===== src/rtl/alu_multicycle.sv =====
// Execute-stage ALU with valid/ready handshakes; single-cycle ops finish in one cycle.
// Define ALU_MUL_EN to build the iterative shift-add multiplier for code 1001.
module alu_multicycle #(
    parameter int unsigned WIDTH = 32
) (
    input  logic             clk,
    input  logic             reset,
    input  logic             in_valid,
    output logic             in_ready,
    input  logic [3:0]       alu_control,
    input  logic [WIDTH-1:0] src_a,
    input  logic [WIDTH-1:0] src_b,
    output logic             out_valid,
    input  logic             out_ready,
    output logic [WIDTH-1:0] result,
    output logic             branch_taken,
    output logic             zero
);
    localparam int unsigned SHW = $clog2(WIDTH);

    localparam logic [3:0] OP_ADD  = 4'b0000;
    localparam logic [3:0] OP_BEQ  = 4'b1000;
    localparam logic [3:0] OP_AND  = 4'b0111;
    localparam logic [3:0] OP_OR   = 4'b0110;
    localparam logic [3:0] OP_XOR  = 4'b0100;
    localparam logic [3:0] OP_SLL  = 4'b0001;
    localparam logic [3:0] OP_SRL  = 4'b0101;
    localparam logic [3:0] OP_SRA  = 4'b1101;
    localparam logic [3:0] OP_SLT  = 4'b0010;
    localparam logic [3:0] OP_SLTU = 4'b0011;
    localparam logic [3:0] OP_MUL  = 4'b1001;
    localparam logic [3:0] OP_BNE  = 4'b1010;
    localparam logic [3:0] OP_BLT  = 4'b1011;
    localparam logic [3:0] OP_BGE  = 4'b1100;
    localparam logic [3:0] OP_BLTU = 4'b1110;
    localparam logic [3:0] OP_BGEU = 4'b1111;

    typedef enum logic [1:0] {S_IDLE, S_MUL, S_DONE} state_t;
    state_t state, state_next;

    logic             accept;
    logic [SHW-1:0]   shamt;
    logic [WIDTH-1:0] diff;
    logic             lt_s, lt_u;
    logic [WIDTH-1:0] alu_res;
    logic             alu_taken;

`ifdef ALU_MUL_EN
    localparam logic [SHW-1:0] LAST = SHW'(WIDTH - 1);
    logic [WIDTH-1:0] acc, mcand, mplier, acc_step;
    logic [SHW-1:0]   cnt;
`endif

    always_ff @(posedge clk) begin
        if (reset) state <= S_IDLE;
        else       state <= state_next;
    end

    always_comb begin
        state_next = state;
        case (state)
            S_IDLE: begin
                if (in_valid) begin
`ifdef ALU_MUL_EN
                    state_next = (alu_control == OP_MUL) ? S_MUL : S_DONE;
`else
                    state_next = S_DONE;
`endif
                end
            end
`ifdef ALU_MUL_EN
            S_MUL:  if (cnt == LAST) state_next = S_DONE;
`endif
            S_DONE: if (out_ready) state_next = S_IDLE;
            default: state_next = S_IDLE;
        endcase
    end

    always_comb begin
        in_ready  = (state == S_IDLE);
        out_valid = (state == S_DONE);
        accept    = in_valid & in_ready;
    end

    // Single-cycle datapath works straight off the ports; it is only sampled on accept.
    always_comb begin
        shamt     = src_b[SHW-1:0];
        diff      = src_a - src_b;
        lt_s      = $signed(src_a) < $signed(src_b);
        lt_u      = src_a < src_b;
        alu_res   = '0;
        alu_taken = 1'b0;
        case (alu_control)
            OP_ADD:  alu_res = src_a + src_b;
            OP_AND:  alu_res = src_a & src_b;
            OP_OR:   alu_res = src_a | src_b;
            OP_XOR:  alu_res = src_a ^ src_b;
            OP_SLL:  alu_res = src_a << shamt;
            OP_SRL:  alu_res = src_a >> shamt;
            OP_SRA:  alu_res = $signed(src_a) >>> shamt;
            OP_SLT:  alu_res = {{(WIDTH-1){1'b0}}, lt_s};
            OP_SLTU: alu_res = {{(WIDTH-1){1'b0}}, lt_u};
            OP_MUL:  alu_res = '0;
            OP_BEQ:  begin alu_res = diff; alu_taken = (src_a == src_b); end
            OP_BNE:  begin alu_res = diff; alu_taken = (src_a != src_b); end
            OP_BLT:  begin alu_res = diff; alu_taken = lt_s;  end
            OP_BGE:  begin alu_res = diff; alu_taken = !lt_s; end
            OP_BLTU: begin alu_res = diff; alu_taken = lt_u;  end
            OP_BGEU: begin alu_res = diff; alu_taken = !lt_u; end
            default: alu_res = '0;
        endcase
    end

`ifdef ALU_MUL_EN
    always_comb acc_step = acc + (mplier[0] ? mcand : '0);
`endif

    always_ff @(posedge clk) begin
        if (reset) begin
            result       <= '0;
            branch_taken <= 1'b0;
            zero         <= 1'b0;
`ifdef ALU_MUL_EN
            acc    <= '0;
            mcand  <= '0;
            mplier <= '0;
            cnt    <= '0;
`endif
        end else if (accept) begin
`ifdef ALU_MUL_EN
            if (alu_control == OP_MUL) begin
                acc    <= '0;
                mcand  <= src_a;
                mplier <= src_b;
                cnt    <= '0;
            end else begin
                result       <= alu_res;
                branch_taken <= alu_taken;
                zero         <= (alu_res == '0);
            end
`else
            result       <= alu_res;
            branch_taken <= alu_taken;
            zero         <= (alu_res == '0);
`endif
        end
`ifdef ALU_MUL_EN
        else if (state == S_MUL) begin
            acc    <= acc_step;
            mcand  <= mcand << 1;
            mplier <= mplier >> 1;
            cnt    <= cnt + 1'b1;
            if (cnt == LAST) begin
                result       <= acc_step;
                branch_taken <= 1'b0;
                zero         <= (acc_step == '0);
            end
        end
`endif
    end

endmodule


===== config.mk =====
export PLATFORM = sky130hd
export DESIGN_NAME = alu_multicycle
export DESIGN_NICKNAME = d
export VERILOG_FILES = /design/src/rtl/alu_multicycle.sv
export SDC_FILE = /design/constraint.sdc
export NUM_CORES = 1
export LEC_CHECK = 0
export ABC_AREA = 1
export CAP_MARGIN = 40
export CORE_ASPECT_RATIO = 1.4
export CORE_UTILIZATION = 25
export DETAILED_ROUTE_END_ITERATION = 7
export PLACE_DENSITY_LB_ADDON = 0.05
export SKIP_CTS_REPAIR_TIMING = 1
export SYNTH_ARGS = -nofsm -noshare
export SYNTH_HDL_FRONTEND = slang
export SYNTH_SLANG_ARGS = --single-unit

===== constraint.sdc =====
create_clock -name clk -period 3.5 [get_ports clk]
set_input_delay 0.35 -clock clk [delete_from_list [all_inputs] [get_ports clk]]
set_output_delay 0.35 -clock clk [all_outputs]
set_load 0.005 [all_outputs]

# Yosys cells after proc, flatten, opt, wreduce, memory -nomap -nowiden

Cells that the tools add are included.

Register bits after elaboration: 36
Output and inout port bits: 36
Word-level logic and storage cells: 47

Add/subtract/negate cells: 2
Magnitude comparators: 2
Equal/unequal tests: 20
Shift-type cells: 3
Muxes and demuxes: 5
Bitwise logic cells: 4
Reduce and logical (&&, ||, !) cells: 7

Operators by type and width:

| kind                                                 | number |
|---|---|
| case mux 32 bit (11 select lines)                    | 1 |
| less-than comparator 32 bit                          | 2 |
| adder 32 bit                                         | 1 |
| AND 32 bit                                           | 1 |
| equality test 32 bit                                 | 1 |
| equality test 4 bit (second input constant)          | 8 |
| logical NOT 32 bit                                   | 1 |
| != test 32 bit                                       | 1 |
| OR 32 bit                                            | 1 |
| left shift 32 x 5 -> 32 bit                          | 1 |
| >> shifter 32 x 5 -> 32 bit                          | 1 |
| >>> shifter 32 x 5 -> 32 bit                         | 1 |
| subtractor 32 bit                                    | 1 |
| bitwise XOR 32 bit                                   | 1 |
| equality test 4 x 3 -> 1 bit (second input constant) | 4 |
| equality test 4 x 2 -> 1 bit (second input constant) | 2 |
| case mux 1 bit (6 select lines)                      | 1 |
| OR reduction 6 bit                                   | 1 |
| equality test 4 x 1 -> 1 bit (second input constant) | 1 |
| logical NOT 4 bit                                    | 1 |
| 2-to-1 mux 2 bit                                     | 2 |
| case mux 2 bit (2 select lines)                      | 1 |
| equality test 2 bit (second input constant)          | 1 |
| logical NOT 1 bit                                    | 2 |
| 5 further kinds                                      | 5 |

# Longest topological paths before layout

Word-level depth: 4
Gate-level depth with buffers: 25

# Worst setup path after synthesis

No wires, ideal clock.

Kind: input to register
Start point: input src_b[2]
End point: register zero
Library setup time: 0.070 ns
Arrival: 2.706 ns
Required time: 3.430 ns
Path slack: 0.725 ns
Cell stages on the path: 25
Cells stage by stage: buf_4 > inv_2 > buf_2 > buf_2 > ha_1 > buf_4 > inv_1 > nand2_1 > nand2_1 > nand3_1 > nand2_1 > nand2_1 > nand2_1 > nand2_1 > nand2_1 > nand2_1 > nand3_1 > nand2_1 > nor2_1 > nand2_1 > nor2_1 > nand2_1 > nor2_1 > nand3_1 > a21oi_1

Word-level cells in the longest chain between the ends: 3
Elaborated cells between the ends (all ways): 12

Ends and longest elaborated chain:

| what                                      | RTL line | text |
|---|---|---|
| start: declaration                        | 12       | `input logic [WIDTH-1:0] src_b,` |
| subtractor 32 bit (tied with other cells) | 88       | `diff = src_a - src_b;` |
| case mux 32 bit (11 select lines) (*)     | 93       | `case (alu_control)` |
| logical NOT 32 bit (*)                    | 144      | `zero <= (alu_res == '0);` |
| end signal: assignment                    | 144      |  |
| end: declaration                          | 17       | `output logic zero` |

Every way passes the cells marked *; elsewhere a longest branch is shown, timed or not.
A chain may end at the register's enable or synchronous reset.

# Final worst setup path

Start point: input src_a[3]
End point: register zero

Word-level cells in the longest chain between the ends: 3
Elaborated cells between the ends (all ways): 12

Ends and longest elaborated chain:

| what                                      | RTL line | text |
|---|---|---|
| start: declaration                        | 11       | `input logic [WIDTH-1:0] src_a,` |
| subtractor 32 bit (tied with other cells) | 88       |  |
| case mux 32 bit (11 select lines) (*)     | 93       |  |
| logical NOT 32 bit (*)                    | 144      |  |

Marks and branches as above.

==> impl_summary.log <==
[metrics] status: finished, final reports clean
[metrics] overall die height: 257 um
[metrics] number of iterations in the first detailed-routing pass: 5
[metrics] pin count of the biggest net entering global routing: 68
[metrics] root cell of the clock tree: clkbuf_16
[metrics] static leakage: 8.83 nW
[metrics] wire length of the first global-routing pass: 108 mm
[metrics] final setup vio count: 0
[metrics] number of antenna cells inserted: 0
[metrics] Worst path slowest cell: clkdlybuf4s50_1
[metrics] per-cell routed wire length: 22.6 um
[metrics] launch instance of the worst register-to-register path: state[1]
[metrics] Register-to-Register Setup Slack: 1.71 ns
[metrics] Post-Syn Nets: 2471
[metrics] CP max FO: 9
[metrics] total via count after detailed routing: 16800
[metrics] worst path required time: 3.71 ns
[metrics] Worst Skew: 0.00283 ns
[metrics] number of warnings issued by yosys: 0
[metrics] worst reg-to-reg path cell count: 7
[metrics] number of placement rows: 93
[metrics] peak ir drop on the vdd network: 0.000147 V
[metrics] CTS clk-pin slew, worst paths: 0.06 ns
[metrics] hold crit path type: register to register
[metrics] time the worst path needs with I/O delays and setup: 3.39 ns
[metrics] via count of the first global-routing pass: 16600
[metrics] ratio of final minimum period to clock period: 0.967
[metrics] sequential element share of the synthesized area: 0.0604
[metrics] top achievable clock speed: 295 MHz
[metrics] crit path buf inv count: 4
[metrics] Crit Reg-Reg Endpoint: result[28]
[metrics] share of post-route cells with drive strength above 1: 0.185
[metrics] estimated wirelength of the detail-placed design: 64.5 mm
[metrics] category of the critical setup timing path: input pin to register
[metrics] instance count after placement with tap cells included: 3291
[metrics] leftover overflow at the end of global routing: 0
[metrics] Worst Max-Slew Pin Slew: 0.665 ns
[metrics] worst setup path endpoint: zero
[metrics] Pins Over Slew Limit: 0
[metrics] Synth Area per Inst: 5.04 um^2
[metrics] ys async rst share: 0
[metrics] Final Instance Count excl. Fillers: 3301
[metrics] remaining antenna violation count after routing: 0
[metrics] critical path endpoint category: register
[metrics] setup TNS: 0 ns
[metrics] Top Family by Delay on Critical Path: simple AND/OR/NAND/NOR gates
[metrics] Die ar.: 47300 um^2
[metrics] gr usage total: 0.313
[metrics] power density over the cells: 223 nW/um^2
[metrics] Max Cap Violations: 0
[metrics] commonest non-fill, non-tap cells in the layout: nand2_1, nand3_1, buf_4
[metrics] DRC violation total after the first TritonRoute iteration: 1207
[metrics] post-route worst hold slack: 0.501 ns
[metrics] leading cell type in the layout, fill and taps excluded: nand2_1
[metrics] number of stages on the worst setup path: 21
[metrics] Inserted Clock Buffers: 5
[metrics] remaining routing DRC violations: 0
[metrics] Worst EP arrival: 3.60 ns
[metrics] synthesized instance count: 2300
[metrics] number of buffers on the longest clock path: 2
[metrics] Critical Path Start: src_a[3]
[metrics] initial standard-cell utilization of the core: 0.253
[metrics] area grow syn2layout: 40.3%
[metrics] flops & latches, synth: 35
[metrics] final-layout fill cell count: 5454
[metrics] horizontal die dimension: 184 um
[metrics] core footprint: 45800 um^2
[metrics] Max stage delay on crit path: 0.49 ns
[metrics] total length of routed wires: 74.7 mm
[metrics] final number of hold-violating endpoints: 0
[metrics] CTS H-tree depth: 2
[metrics] insertion delay of the later-clocked pin in the worst-skew pair: 0.28 ns
[metrics] Top Ports: 108
[metrics] Buffers on Ports: 107
[metrics] number of enable flip-flop cells after synthesis: 0
[metrics] placer's final routability congestion estimate: 0.987
[metrics] startpoint types: input pin
[metrics] ordered list of cells on the worst path: clkdlybuf4s50_1, inv_1, ha_2, buf_4, nand2_1, inv_1, nand2_1, nand2_1, nand2_1, nand3_2, nand2_1, nand2_2, o21ai_0, a21oi_1, nor2_1, nand2_1, nor2_1, nand2_1, nor2_1, nand3_1, a21oi_1
[metrics] initial antenna violation count: 1
[metrics] clock tree from TritonCTS: yes
[metrics] Final nets: 2854
[metrics] area of the mapped netlist: 11600 um^2
[metrics] Critical Path Most Common Cell: nand2_1
[metrics] post-synthesis cell type count: 44
[metrics] dominant synthesized flop cell: dfxtp_1
[metrics] clock sink total: 35
[metrics] tightest slew margin relative to the limit: 0.555
[metrics] Via density: 5.08
==> worst min path at each step <==
stage                      start            to  slack [ns]  cells after the start
detailed placement    result[31]    result[31]        0.49                      2
finish                result[16]    result[16]        0.50                      2
global route        branch_taken  branch_taken        0.53                      2
global placement      result[11]    result[11]        0.48                      2
CTS                 branch_taken  branch_taken        0.50                      2
floorplan                  reset  branch_taken        0.42                      1
==> synthesized netlist by cell type (3+ instances only) <==
cell | n | area [um^2]
buf_1 | 6 | 22.5
nor2_1 | 216 | 811
buf_4 | 5 | 37.5
ha_1 | 97 | 1210
inv_1 | 315 | 1180
inv_2 | 3 | 11.3
nor4_1 | 4 | 25.0
nand3b_1 | 6 | 45.0
and2_1 | 9 | 56.3
nand3_2 | 7 | 70.1
nand3_1 | 435 | 2180
o21ai_1 | 7 | 35.0
nand2_2 | 21 | 131
o2111ai_1 | 3 | 26.3
o221ai_1 | 3 | 26.3
nand2_4 | 6 | 67.6
dfxtp_1 | 35 | 701
clkbuf_1 | 27 | 101
a21oi_1 | 107 | 536
o21bai_1 | 8 | 60.1
nand2_1 | 732 | 2750
nor3_1 | 18 | 90.1
o22ai_1 | 16 | 100
buf_6 | 11 | 124
a211oi_1 | 4 | 30.0
o211ai_1 | 23 | 173
nand4_1 | 25 | 156
o21ai_0 | 71 | 355
nor2_2 | 8 | 50.1
buf_2 | 52 | 260
==> registers in the layout (all words and copies together), names as in the netlist <==
register / cells
state: 1
zero: 1
result: 32
branch_taken: 1
==> power breakdown <==
group | total, mW | internal [mW] | switching, mW
sequential | 0.456 | 0.435 | 0.0203
clock | 0.510 | 0.336 | 0.175
combinational | 2.66 | 1.04 | 1.62
==> area by class of cell <==
| class | instances | area [um^2] | area share |
|---|---|---|---|
| multi-input combinational | 1840 | 9420 | 0.579 |
| timing repair buffer | 479 | 4000 | 0.246 |
| inverter | 322 | 1210 | 0.0746 |
| tap | 617 | 772 | 0.0474 |
| sequential | 35 | 701 | 0.0431 |
| clock buffer | 5 | 125 | 0.00769 |
| clock inverter | 3 | 43.8 | 0.00269 |
==> per-stage QoR <==
step	utilization	cell area [um^2]	setup WS [ns]	total power, mW
after global placement	0.343	15700	-0.585	3.04
after global routing	0.355	16300	-0.00814	3.86
after detailed placement	0.344	15800	-0.542	3.02
final	0.355	16300	0.114	3.62
after floorplan	-	11600	0.725	1.66
after CTS	0.348	15900	-0.249	3.55
==> cell families after synthesis <==
logic type               share of synthesized area
AO/OA/AOI/OAI                                0.120
buffers and inverters                        0.154
adder cells (fa/ha/maj)                      0.108
flip-flops                                  0.0604
AND/OR/NAND/NOR                              0.557
XOR/XNOR                                   0.00151
==> metal layers <==
layer / wire length [um] / part of all wire / GRT usage / vias up
li1: - / - / - / 8151
met1: 30500 / 0.41 / 0.378 / 7957
met5: 10 / 0.00013 / 0 / -
met3: 2870 / 0.038 / 0.0171 / 116
met4: 3490 / 0.047 / 0.122 / 2
met2: 37900 / 0.51 / 0.571 / 547
==> worst reg2reg max path, stage by stage (launching register included) <==
cell	delay (ns)
dfxtp_1	0.31
inv_1	0.08
nand2_1	0.20
inv_2	0.52
buf_4	0.35
nand2_1	0.09
o211ai_1	0.09
inv_1	0.05
Note: power is estimated with default switching activity, not from simulation.
